===== config.mk =====
export PLATFORM = sky130hd
export DESIGN_NAME = vga_draw_arbiter_flat
export DESIGN_NICKNAME = d
export VERILOG_FILES = /design/src/rtl/vga_draw_arbiter_pkg.sv /design/src/rtl/vga_draw_arbiter_if.sv /design/src/rtl/rr_priority_picker.sv /design/src/rtl/vga_draw_arbiter.sv /design/src/flat_wrapper.sv
export SDC_FILE = /design/constraint.sdc
export NUM_CORES = 1
export LEC_CHECK = 0
export ABC_AREA = 1
export ABC_CLOCK_PERIOD_IN_PS = 2500
export BUFFER_PORTS_ARGS = -buffer_cell sky130_fd_sc_hd__buf_2
export CAP_MARGIN = 20
export CORE_ASPECT_RATIO = 1.1
export CORE_UTILIZATION = 35
export CTS_CLUSTER_SIZE = 25
export DETAILED_ROUTE_END_ITERATION = 16
export SETUP_SLACK_MARGIN = 0.05
export SLEW_MARGIN = 25
export SYNTH_ARGS = -nofsm -noshare
export SYNTH_HDL_FRONTEND = slang
export SYNTH_HIERARCHICAL = 1
export SYNTH_SLANG_ARGS = --single-unit

===== constraint.sdc =====
create_clock -name Clock -period 2.5 [get_ports Clock]
set_clock_uncertainty 0.2 [all_clocks]
set_input_delay 0.5 -clock Clock [delete_from_list [all_inputs] [get_ports Clock]]
set_output_delay 0.5 -clock Clock [all_outputs]
set_load 0.03 [all_outputs]

===== src/rtl/vga_draw_arbiter_pkg.sv =====
// Shared types and constants for the VGA draw arbiter slice.
// Latency: n/a (declarations only).
// Backpressure: n/a.
//
// Holds the screen geometry, requester IDs, arbiter state encoding and the
// pixel struct that travels from a draw engine to the vga_adapter port.
package vga_draw_arbiter_pkg;

   localparam int nX          = 10;
   localparam int nY          = 9;
   localparam int COLOR_DEPTH = 9;
   localparam int XMAX        = 640;
   localparam int YMAX        = 480;

   // Requester index assignment on the shared pixel port.
   localparam int REQ_OBSTACLE = 0;
   localparam int REQ_PLAYER   = 1;
   localparam int REQ_HUD      = 2;

   typedef enum logic {
      ARB_IDLE  = 1'b0,
      ARB_BURST = 1'b1
   } arb_state_e;

   typedef struct packed {
      logic [nX-1:0]          x;
      logic [nY-1:0]          y;
      logic [COLOR_DEPTH-1:0] color;
   } pixel_t;

   // Screen limits sized to the coordinate buses so compares stay width-exact.
   localparam logic [31:0]   XMAX_W  = XMAX;
   localparam logic [31:0]   YMAX_W  = YMAX;
   localparam logic [nX-1:0] XMAX_C  = XMAX_W[nX-1:0];
   localparam logic [nY-1:0] YMAX_C  = YMAX_W[nY-1:0];

   // A pixel lands on screen only when both coordinates are inside the frame.
   function automatic logic pix_on_screen(input pixel_t p);
      return (p.x < XMAX_C) && (p.y < YMAX_C);
   endfunction

endpackage


===== src/rtl/vga_draw_arbiter_if.sv =====
// Request-side bundle between the draw engines and the arbiter.
// Latency: n/a (wires only).
// Backpressure: none; gnt is the only signal flowing back to the engines.
//
// master : draw engines (drive req/valid/last/pixel buses, observe gnt)
// slave  : arbiter      (observe requests, drive one-hot gnt)
// Pixel buses are packed per requester: requester i at [i*w +: w].
interface vga_draw_arbiter_if
   import vga_draw_arbiter_pkg::*;
#(
   parameter int NREQ = 3
);
   logic [NREQ-1:0]             req;
   logic [NREQ-1:0]             valid;
   logic [NREQ-1:0]             last;
   logic [NREQ*nX-1:0]          x_in;
   logic [NREQ*nY-1:0]          y_in;
   logic [NREQ*COLOR_DEPTH-1:0] color_in;
   logic [NREQ-1:0]             gnt;

   modport master (
      output req, valid, last, x_in, y_in, color_in,
      input  gnt
   );

   modport slave (
      input  req, valid, last, x_in, y_in, color_in,
      output gnt
   );
endinterface


===== src/rtl/rr_priority_picker.sv =====
// Picks one winner from a request vector, rotating or fixed priority.
// Latency: combinational.
// Backpressure: none.
//
// req_i    : pending requests
// ptr_i    : index of the previous winner (rotating mode starts at ptr_i+1)
// win_o    : one-hot winner, zero when nothing is requested
// win_id_o : winner index
// any_o    : at least one request is pending
module rr_priority_picker #(
   parameter int  NREQ        = 3,
   parameter bit  ROUND_ROBIN = 1'b1,
   localparam int IDW         = (NREQ > 1) ? $clog2(NREQ) : 1
)(
   input  logic [NREQ-1:0] req_i,
   input  logic [IDW-1:0]  ptr_i,
   output logic [NREQ-1:0] win_o,
   output logic [IDW-1:0]  win_id_o,
   output logic            any_o
);

   logic [IDW-1:0] idx;

   always_comb begin
      win_o    = '0;
      win_id_o = '0;
      idx      = '0;
      any_o    = |req_i;
      // Scan from the farthest candidate towards the nearest; the last hit
      // written is therefore the highest-priority one.
      for (int k = NREQ; k >= 1; k--) begin
         if (ROUND_ROBIN)
            idx = IDW'((int'(ptr_i) + k) % NREQ);
         else
            idx = IDW'(k - 1);
         if (req_i[idx])
            win_id_o = idx;
      end
      win_o[win_id_o] = any_o;
   end

endmodule


===== src/rtl/vga_draw_arbiter.sv =====
// Shares the vga_adapter pixel port between draw engines, one whole burst at a time.
// Latency: grant 1 cycle after req; pixel 1 cycle after valid; one idle bubble between bursts.
// Backpressure: none; the granted engine's pixel is taken the cycle it is presented.
//
// Ports: Clock / Resetn (synchronous, active-low); bus = request bundle (slave side,
// drives gnt); active_id / busy = current owner; VGA_* = registered pixel write to
// vga_adapter; timeout_pulse = grant revoked by idle timeout; clip_pulse = granted
// pixel dropped for lying off screen.
module vga_draw_arbiter
   import vga_draw_arbiter_pkg::*;
#(
   parameter int  NREQ        = 3,
   parameter bit  ROUND_ROBIN = 1'b1,
   parameter int  TIMEOUT     = 1024,
   localparam int IDW         = (NREQ > 1) ? $clog2(NREQ) : 1,
   localparam int CW          = $clog2(TIMEOUT) + 1
)(
   input  logic                   Clock,
   input  logic                   Resetn,
   vga_draw_arbiter_if.slave      bus,
   output logic [IDW-1:0]         active_id,
   output logic                   busy,
   output logic [nX-1:0]          VGA_x,
   output logic [nY-1:0]          VGA_y,
   output logic [COLOR_DEPTH-1:0] VGA_color,
   output logic                   VGA_write,
   output logic                   timeout_pulse,
   output logic                   clip_pulse
);

   localparam logic [CW-1:0] CNT_MAX  = {CW{1'b1}};
   // The burst is revoked on the idle cycle that would bring the count to TIMEOUT-1.
   localparam logic [CW-1:0] CNT_TRIP = CW'(TIMEOUT - 2);

   arb_state_e      state_q, state_d;
   logic [IDW-1:0]  ptr_q, ptr_d;
   logic [IDW-1:0]  id_q, id_d;
   logic [CW-1:0]   cnt_q, cnt_d;
   logic [NREQ-1:0] gnt_q, gnt_d;
   logic            busy_q, busy_d;
   pixel_t          px_q, px_d;
   logic            wr_q, wr_d;
   logic            tp_q, tp_d;
   logic            cp_q, cp_d;

   logic [NREQ-1:0] win;
   logic [IDW-1:0]  win_id;
   logic            any_req;

   pixel_t          pix_w;
   logic            v_w, l_w, r_w;
   logic            timeout_hit;

   rr_priority_picker #(
      .NREQ        (NREQ),
      .ROUND_ROBIN (ROUND_ROBIN)
   ) u_picker (
      .req_i    (bus.req),
      .ptr_i    (ptr_q),
      .win_o    (win),
      .win_id_o (win_id),
      .any_o    (any_req)
   );

   // Select the current owner's lane; other requesters are invisible during a burst.
   always_comb begin
      pix_w = '0;
      v_w   = 1'b0;
      l_w   = 1'b0;
      r_w   = 1'b0;
      for (int i = 0; i < NREQ; i++) begin
         if (id_q == IDW'(i)) begin
            pix_w.x     = bus.x_in[i*nX +: nX];
            pix_w.y     = bus.y_in[i*nY +: nY];
            pix_w.color = bus.color_in[i*COLOR_DEPTH +: COLOR_DEPTH];
            v_w         = bus.valid[i];
            l_w         = bus.last[i];
            r_w         = bus.req[i];
         end
      end
   end

   // Needs valid low, so it can never coincide with a last beat.
   assign timeout_hit = ~v_w & (cnt_q == CNT_TRIP);

   always_comb begin
      state_d = state_q;
      ptr_d   = ptr_q;
      id_d    = id_q;
      cnt_d   = cnt_q;
      gnt_d   = gnt_q;
      busy_d  = busy_q;
      px_d    = px_q;
      wr_d    = 1'b0;
      tp_d    = 1'b0;
      cp_d    = 1'b0;
      case (state_q)
         ARB_IDLE: begin
            gnt_d  = '0;
            busy_d = 1'b0;
            cnt_d  = '0;
            if (any_req) begin
               state_d = ARB_BURST;
               gnt_d   = win;
               id_d    = win_id;
               ptr_d   = win_id;
               busy_d  = 1'b1;
            end
         end
         ARB_BURST: begin
            if (v_w) begin
               cnt_d = '0;
               if (pix_on_screen(pix_w)) begin
                  wr_d = 1'b1;
                  px_d = pix_w;
               end else begin
                  cp_d = 1'b1;
               end
            end else if (cnt_q != CNT_MAX) begin
               cnt_d = cnt_q + 1'b1;
            end
            tp_d = timeout_hit;
            // Burst ends on last beat, on req withdrawn, or on idle timeout.
            if ((v_w && l_w) || !r_w || timeout_hit) begin
               state_d = ARB_IDLE;
               gnt_d   = '0;
               busy_d  = 1'b0;
            end
         end
      endcase
   end

   always_ff @(posedge Clock) begin
      if (!Resetn) begin
         state_q <= ARB_IDLE;
         ptr_q   <= IDW'(NREQ - 1);
         id_q    <= '0;
         cnt_q   <= '0;
         gnt_q   <= '0;
         busy_q  <= 1'b0;
         px_q    <= '0;
         wr_q    <= 1'b0;
         tp_q    <= 1'b0;
         cp_q    <= 1'b0;
      end else begin
         state_q <= state_d;
         ptr_q   <= ptr_d;
         id_q    <= id_d;
         cnt_q   <= cnt_d;
         gnt_q   <= gnt_d;
         busy_q  <= busy_d;
         px_q    <= px_d;
         wr_q    <= wr_d;
         tp_q    <= tp_d;
         cp_q    <= cp_d;
      end
   end

   assign bus.gnt       = gnt_q;
   assign active_id     = id_q;
   assign busy          = busy_q;
   assign VGA_x         = px_q.x;
   assign VGA_y         = px_q.y;
   assign VGA_color     = px_q.color;
   assign VGA_write     = wr_q;
   assign timeout_pulse = tp_q;
   assign clip_pulse    = cp_q;

endmodule


===== src/flat_wrapper.sv =====
// flat-port wrapper written by rule: the top's interface ports become plain ports
module vga_draw_arbiter_flat import vga_draw_arbiter_pkg::*;
#(
   parameter int  NREQ        = 3,
   parameter bit  ROUND_ROBIN = 1'b1,
   parameter int  TIMEOUT     = 1024,
   localparam int IDW         = (NREQ > 1) ? $clog2(NREQ) : 1,
   localparam int CW          = $clog2(TIMEOUT) + 1
)
  (Clock, Resetn, active_id, busy, VGA_x, VGA_y, VGA_color, VGA_write, timeout_pulse, clip_pulse, bus_req, bus_valid, bus_last, bus_x_in, bus_y_in, bus_color_in, bus_gnt);
  vga_draw_arbiter_if #(.NREQ(NREQ)) bus_i ();
  input  logic Clock;
  input  logic Resetn;
  output logic [IDW-1:0] active_id;
  output logic busy;
  output logic [nX-1:0] VGA_x;
  output logic [nY-1:0] VGA_y;
  output logic [COLOR_DEPTH-1:0] VGA_color;
  output logic VGA_write;
  output logic timeout_pulse;
  output logic clip_pulse;
  input wire logic [$bits(bus_i.req)-1:0] bus_req;
  input wire logic [$bits(bus_i.valid)-1:0] bus_valid;
  input wire logic [$bits(bus_i.last)-1:0] bus_last;
  input wire logic [$bits(bus_i.x_in)-1:0] bus_x_in;
  input wire logic [$bits(bus_i.y_in)-1:0] bus_y_in;
  input wire logic [$bits(bus_i.color_in)-1:0] bus_color_in;
  output wire logic [$bits(bus_i.gnt)-1:0] bus_gnt;
  assign bus_i.req = bus_req;
  assign bus_i.valid = bus_valid;
  assign bus_i.last = bus_last;
  assign bus_i.x_in = bus_x_in;
  assign bus_i.y_in = bus_y_in;
  assign bus_i.color_in = bus_color_in;
  assign bus_gnt = bus_i.gnt;
  vga_draw_arbiter #(.NREQ(NREQ), .ROUND_ROBIN(ROUND_ROBIN), .TIMEOUT(TIMEOUT)) u_core (.Clock(Clock), .Resetn(Resetn), .bus(bus_i), .active_id(active_id), .busy(busy), .VGA_x(VGA_x), .VGA_y(VGA_y), .VGA_color(VGA_color), .VGA_write(VGA_write), .timeout_pulse(timeout_pulse), .clip_pulse(clip_pulse));
endmodule

==> run_results.csv, run 1 <==
group,metric,value,unit
floorplan,io-pin-count,132,
floorplan,coreArea,8960,um^2
floorplan,die_area,9690,um^2
power_and_ir_drop,vdd_drop_max,0.209,mV
synthesis,syn_area,3260,um^2
final_layout,final.fill_count,958,
cts,root_buffer,"clkbuf_8",
cts,clockBufferDepth,2,
worst_hold_path,hold_depth,1,
worst_hold_path,hold_start,"u_core/cnt_q[7]",
setup_path,worst-r2r-setup-slack,0.33,ns
global_route,grt_pass1_wl,14100,um
timing,slew_violations,0,
synthesis,synthMuxAreaShare,0,
routing,dr.first_iter.drc_count,87,
cts,cts-buffers-inserted,5,
global_route,antenna_found_initial,0,
final_layout,antenna_cells,0,
synthesis,synthCells,536,
final_layout,design_area,4110,um^2
synthesis,synth_flop_cell,"dfxtp_1",
run,cap_viol_max_count,0,
floorplan,die-width,94.0,um
synthesis,yosysUniqueCellTypes,31,
synthesis,synth-seq-cells,50,
timing,finalCriticalPeriod,2.17,ns
synthesis,synthAdderAreaFrac,0.0231,
placement,placed_area,4000,um^2
timing,setup_tns,0,ns
synthesis,ys_warn_count,6,
global_route,grt_pass1_vias,3139,
setup_path,r2r_cells,10,
cts,cts_setup_buffers,0,
status,status,"complete, no violations",
setup_path,arrival,2.22,ns
synthesis,synth-seq-area-share,0.307,
setup_path,worst-path-max-fanout,32,
routing,drc,0,
synthesis,ys_async_sr_fraction,0,
synthesis,synth_enable_flop_cells,0,
synthesis,synth_fp_nets,637,
placement,finalWeightedCongestion,0.803,
routing,drt-total-wl,9160,um
power_and_ir_drop,power.density,644,nW/um^2
global_route,grt_max_degree,33,
placement,port_buffers,131,
final_layout,final_cell_mix,"nand2_1, buf_2, inv_1",
floorplan,initial_core_util,0.363,
setup_path,worstSetupEndpointType,"flop",
final_layout,final_common_cell,"nand2_1",
final_layout,areaGrowthSynthToFinish,26.2,%
timing,max_freq,0.460,GHz
floorplan,row_count,36,
cts,tritoncts,"yes",
routing,vias,3567,
timing,period_share,0.870,
floorplan,fp.dieH,103,um
routing,post_drt_wl_per_cell,11.8,um
global_route,grt.total_usage,0.186,
synthesis,synth.avg_cell_area,6.07,um^2
timing,tightest_slew,0.388,ns
worst_hold_path,holdPathEnd,"u_core/cnt_q[7]",
global_route,overflow,0,
routing,dr.pass1.iters,4,
cts,clock-sinks,50,
synthesis,synth_top_family_by_area,"simple AND/OR/NAND/NOR gates",
synthesis,synthSimpleGateAreaFrac,0.443,
cts,clk_latency,0.30,ns
setup_path,reg2reg_to,"u_core/VGA_color[2]",
placement,dp_hpwl,7060,um
cts,htreeDepth,2,
setup_path,crit_start,"u_core/ptr_q[0]",
worst_hold_path,min_path_type,"reg -> reg",
setup_path,start_kind,"flop",
timing,hold_viol,0,
timing,setup_viol,0,
timing,slew_headroom,0.740,
routing,ant_nets,0,
cts,cts.clk_slew.worst_paths,0.09,ns
timing,rsz0062_at_grt,"no",
power_and_ir_drop,leakage,2.30,nW
setup_path,worst-setup-path-type,"reg -> reg",
setup_path,cp_data_required_time,2.55,ns
setup_path,r2r_start,"u_core/ptr_q[0]",
synthesis,synth-xor-area-share,0,
final_layout,drive_above_1_share,0.285,
routing,post_drt_via_cell_ratio,4.58,
synthesis,synth-compound-area-share,0.0734,
final_layout,finalNetCount,764,
-- state kept, by name (all words and copies together) (netlist names), 2 cells and up --
register          flops
u_core/VGA_color      9
u_core/VGA_x         10
u_core/VGA_y          9
u_core/bus.gnt        3
u_core/cnt_q         11
u_core/ptr_q          2
-- Yosys cell counts (2+ instances only) --
cell,count,area [um^2]
dfxtp_1,50,1000
nor2_8,3,60.1
inv_1,76,285
nand2_1,184,691
buf_2,7,35.0
nand3_4,2,35.0
a21oi_1,37,185
nand3_1,26,130
nand2_2,6,37.5
buf_6,5,56.3
nor2_1,53,199
o21ai_0,5,25.0
inv_2,16,60.1
o21ai_1,2,10.0
buf_1,3,11.3
nand3_2,3,30.0
nor2_2,4,25.0
clkbuf_1,5,18.8
nand4_1,32,200
ha_1,6,75.1
-- worst max-delay path by stage --
stage | cells after the start | end | slack, ns
floorplan | 11 | u_core/VGA_x[1] | 0.59
global placement | 9 | u_core/VGA_x[9] | 0.25
detailed placement | 9 | u_core/VGA_x[9] | 0.21
CTS | 9 | u_core/VGA_x[9] | 0.20
global route | 10 | u_core/VGA_x[7] | 0.09
finish | 10 | u_core/VGA_color[2] | 0.33
-- power breakdown --
group / internal (mW) / switching (mW)
Combinational: 0.383 / 0.769
Sequential: 0.877 / 0.0494
Clock: 0.300 / 0.266
Total: 1.56 / 1.08
-- stage by stage --
stage	utilization	hold slack [ns]	instances	power (mW)	worst slack, ns
floorplan	-	0.226	536	1.79	0.589
global placement	0.446	0.245	770	2.08	0.247
detailed placement	0.446	0.252	770	2.10	0.211
CTS	0.458	0.265	778	2.67	0.196
global route	0.458	0.314	778	2.84	0.0948
finish	0.458	0.269	778	2.64	0.326
-- worst max-delay path, stage by stage, from the launching register on --
cell	delay (ns)
dfxtp_1	0.32
buf_4	0.18
nor2_8	0.24
nand2_1	0.09
nand3_1	0.12
nor2_1	0.06
nand2_2	0.23
nand3_4	0.36
nand2_1	0.18
inv_2	0.03
nor2_1	0.09
-- metal layers --
metal  GRT usage  part of all wire  vias to the layer above
li1            -                 -                     1903
met1       0.226              0.44                     1555
met2       0.325              0.48                       91
met3      0.0324             0.047                       18
met4      0.0710             0.023                        0
met5           0                 0                        -
-- area by class of cell --
cell class,instances,area [um^2],area share
clock inverter,1,30.0,0.00731
sequential,50,1000,0.244
clock buffer,7,76.3,0.0186
timing repair buffer,141,731,0.178
multi-input combinational,369,1760,0.428
tap,114,143,0.0347
inverter,96,369,0.0899
-- kinds of logic after synthesis --
family                   count (synthesis)
buffers and inverters                  117
flip-flops                              50
adder cells (fa/ha/maj)                  6
AND/OR/NAND/NOR                        317
AO/OA/AOI/OAI                           46
-- what timing repair did --
item	CTS	global route
hold buffers	0	0
gates resized for setup	0	1
setup endpoints to repair	0	18
Note: power is estimated with default switching activity, not from simulation.
==> run 2, diff against run 1 <==
--- a/config.mk
+++ b/config.mk
@@ -10,6 +10,7 @@
 export BUFFER_PORTS_ARGS = -buffer_cell sky130_fd_sc_hd__buf_2
 export CAP_MARGIN = 20
 export CORE_ASPECT_RATIO = 1.1
+export CORE_MARGIN = 5
 export CORE_UTILIZATION = 35
 export CTS_CLUSTER_SIZE = 25
 export DETAILED_ROUTE_END_ITERATION = 16
@@ -17,5 +18,4 @@
 export SLEW_MARGIN = 25
 export SYNTH_ARGS = -nofsm -noshare
 export SYNTH_HDL_FRONTEND = slang
-export SYNTH_HIERARCHICAL = 1
 export SYNTH_SLANG_ARGS = --single-unit
==> run_results.csv, run 2 <==
group,metric,value,unit
synthesis,synth_flop_cell,"dfxtp_1",
cts,tritoncts,"yes",
final_layout,top_register,"u_core.cnt_q",
timing,finalCriticalPeriod,2.25,ns
synthesis,yosys.area.top_type_share,0.315,
placement,finalWeightedCongestion,0.844,
global_route,overflow,0,
global_route,antenna_found_initial,0,
cts,htreeDepth,2,
power_and_ir_drop,p_int,1.49,mW
final_layout,final_common_cell,"nand2_1",
synthesis,syn_area,3180,um^2
floorplan,fp.dieH,110,um
timing,setup_ws,0.252,ns
timing,hold_viol,0,
placement,port_buffers,131,
routing,drt-total-wl,9880,um
final_layout,areaGrowthSynthToFinish,25.8,%
placement,dp_hpwl,7730,um
synthesis,yosysUniqueCellTypes,33,
power_and_ir_drop,switching_share,0.444,
timing,setup_tns,0,ns
power_and_ir_drop,pwr-share-seq,0.358,
cts,cts.clk_slew.worst_paths,0.10,ns
floorplan,die-width,101,um
floorplan,io-pin-count,132,
final_layout,final.fill_count,973,
synthesis,ys_warn_count,0,
setup_path,r2r_start,"u_core.active_id[1]",
timing,max_freq,0.445,GHz
timing,rsz0062_at_grt,"no",
final_layout,fin_util,0.451,
timing,slew_headroom,0.733,
floorplan,initial_core_util,0.359,
synthesis,synth_fp_nets,627,
setup_path,start_kind,"flop",
cts,root_buffer,"clkbuf_8",
final_layout,antenna_cells,0,
floorplan,row_count,36,
global_route,grt.total_usage,0.169,
routing,drc,0,
final_layout,final_cell_mix,"nand2_1, buf_2, inv_1",
synthesis,yosysTopAreaCell,"dfxtp_1",
timing,setup_viol,0,
setup_path,worst-r2r-setup-slack,0.25,ns
final_layout,finalNetCount,751,
final_layout,largest_reg_flops,11,
power_and_ir_drop,vdd_drop_max,0.264,mV
global_route,grt_pass1_vias,3307,
placement,post-place-ws,0.153,ns
floorplan,die_area,11100,um^2
routing,ant_nets,0,
routing,post_drt_wl_per_cell,12.9,um
routing,dr.pass1.iters,5,
setup_path,r2r_cells,11,
setup_path,reg2reg_to,"u_core.VGA_x[1]",
synthesis,synthTopCellsByCount,"nand2_1, inv_1, nor2_1",
routing,dr.first_iter.drc_count,140,
synthesis,synthSimpleGateAreaFrac,0.433,
synthesis,synthAdderAreaFrac,0.0197,
setup_path,worstSetupEndpointType,"flop",
synthesis,yosysMostFrequentCell,"nand2_1",
power_and_ir_drop,pwr-share-clk,0.177,
timing,slew_violations,0,
synthesis,synth-seq-area-share,0.315,
synthesis,synth.avg_cell_area,6.04,um^2
routing,vias,3591,
synthesis,ys_top_cells_by_area,"dfxtp_1, nand2_1, inv_1",
power_and_ir_drop,power.switching,1.19,mW
setup_path,endpoint,"u_core.VGA_x[1]",
run,cap_viol_max_count,0,
synthesis,synth_enable_flop_cells,0,
synthesis,synth-compound-area-share,0.0814,
status,status,"complete, no violations",
floorplan,coreArea,8870,um^2
cts,post_cts_resize_count,0,
cts,clk_latency,0.30,ns
setup_path,crit_start,"u_core.active_id[1]",
synthesis,synth-seq-cells,50,
synthesis,synthMuxAreaShare,0,
cts,cts-buffers-inserted,5,
timing,tightest_slew,0.401,ns
setup_path,worst-path-max-fanout,16,
synthesis,synth_top_family_by_area,"simple AND/OR/NAND/NOR gates",
synthesis,ys_async_sr_fraction,0,
cts,ctsHoldBuffers,0,
cts,clock-sinks,50,
final_layout,drive_above_1_share,0.272,
synthesis,synth-xor-area-share,0,
worst_hold_path,min_path_type,"reg -> reg",
final_layout,multi_input_area,1710,um^2
setup_path,arrival,2.29,ns
timing,period_share,0.899,
power_and_ir_drop,p_comb_frac,0.466,
power_and_ir_drop,power.density,670,nW/um^2
final_layout,register_area,1000,um^2
cts,clockBufferDepth,2,
setup_path,cp_data_required_time,2.54,ns
routing,post_drt_via_cell_ratio,4.69,
setup_path,worst-setup-path-type,"reg -> reg",
power_and_ir_drop,leakage,2.23,nW
global_route,grt_max_degree,35,
synthesis,synthCells,527,
cts,cts_setup_buffers,0,
global_route,grt_pass1_wl,15200,um
## run 2: cell type report
| cell class | count | share of cell area |
|---|---|---|
| multi-input combinational | 364 | 0.427 |
| sequential | 50 | 0.250 |
| timing repair buffer | 140 | 0.181 |
| inverter | 90 | 0.0860 |
| tap | 114 | 0.0356 |
| clock buffer | 5 | 0.0172 |
| clock inverter | 2 | 0.00344 |
## run 2: metrics by stage
| step | power [mW] | instances | hold slack, ns | cell area, um^2 |
|---|---|---|---|---|
| after floorplan | 1.89 | 527 | 0.251 | 3180 |
| after global placement | 2.21 | 757 | 0.270 | 3910 |
| after detailed placement | 2.22 | 757 | 0.279 | 3910 |
| after CTS | 2.70 | 764 | 0.299 | 3990 |
| after global routing | 2.90 | 765 | 0.328 | 4000 |
| final | 2.68 | 765 | 0.303 | 4000 |
## run 2: kinds of logic after synthesis
| family | count (synthesis) |
|---|---|
| buffers and inverters | 114 |
| AOI/OAI and AO/OA | 48 |
| and+or+nand+nor | 310 |
| DFF | 50 |
| adders and majority gates | 5 |
## run 2: worst min-delay path by stage
stage	startpoint	endpoint	slack, ns	depth (start not counted)
2_1_floorplan	u_core.cnt_q[10]	u_core.cnt_q[10]	0.25	2
3_3_place_gp	u_core.cnt_q[6]	u_core.cnt_q[6]	0.27	2
3_5_place_dp	u_core.cnt_q[6]	u_core.cnt_q[6]	0.28	2
4_1_cts	u_core.cnt_q[10]	u_core.cnt_q[10]	0.30	2
5_1_grt	u_core.cnt_q[7]	u_core.cnt_q[7]	0.33	2
6_report	u_core.cnt_q[10]	u_core.cnt_q[10]	0.30	2
## run 2: critical path, stage by stage (launching register included)
cell	delay (ns)
dfxtp_1	0.44
buf_4	0.26
nor2_8	0.08
nand2_1	0.06
nand2_1	0.04
nor2_1	0.14
nor2_1	0.07
nand2_2	0.23
nand3_2	0.36
nand2_1	0.19
inv_2	0.04
nor2_1	0.08
## run 2: power by group through the flow
| stage | Clock (mW) | Sequential (mW) | Combinational (mW) |
|---|---|---|---|
| detailed placement | 0 | 0.976 | 1.25 |
| floorplan | 0 | 1.12 | 0.767 |
| finish | 0.474 | 0.959 | 1.25 |
| global route | 0.525 | 0.973 | 1.40 |
| global placement | 0 | 0.976 | 1.23 |
| CTS | 0.492 | 0.959 | 1.25 |
## run 2: metal layers
layer,global-route usage,routed length (um),vias up
met1,0.212,4100,1589
met4,0.0646,282,0
met2,0.287,4990,91
li1,-,-,1893
met5,0,0,-
met3,0.0308,506,18
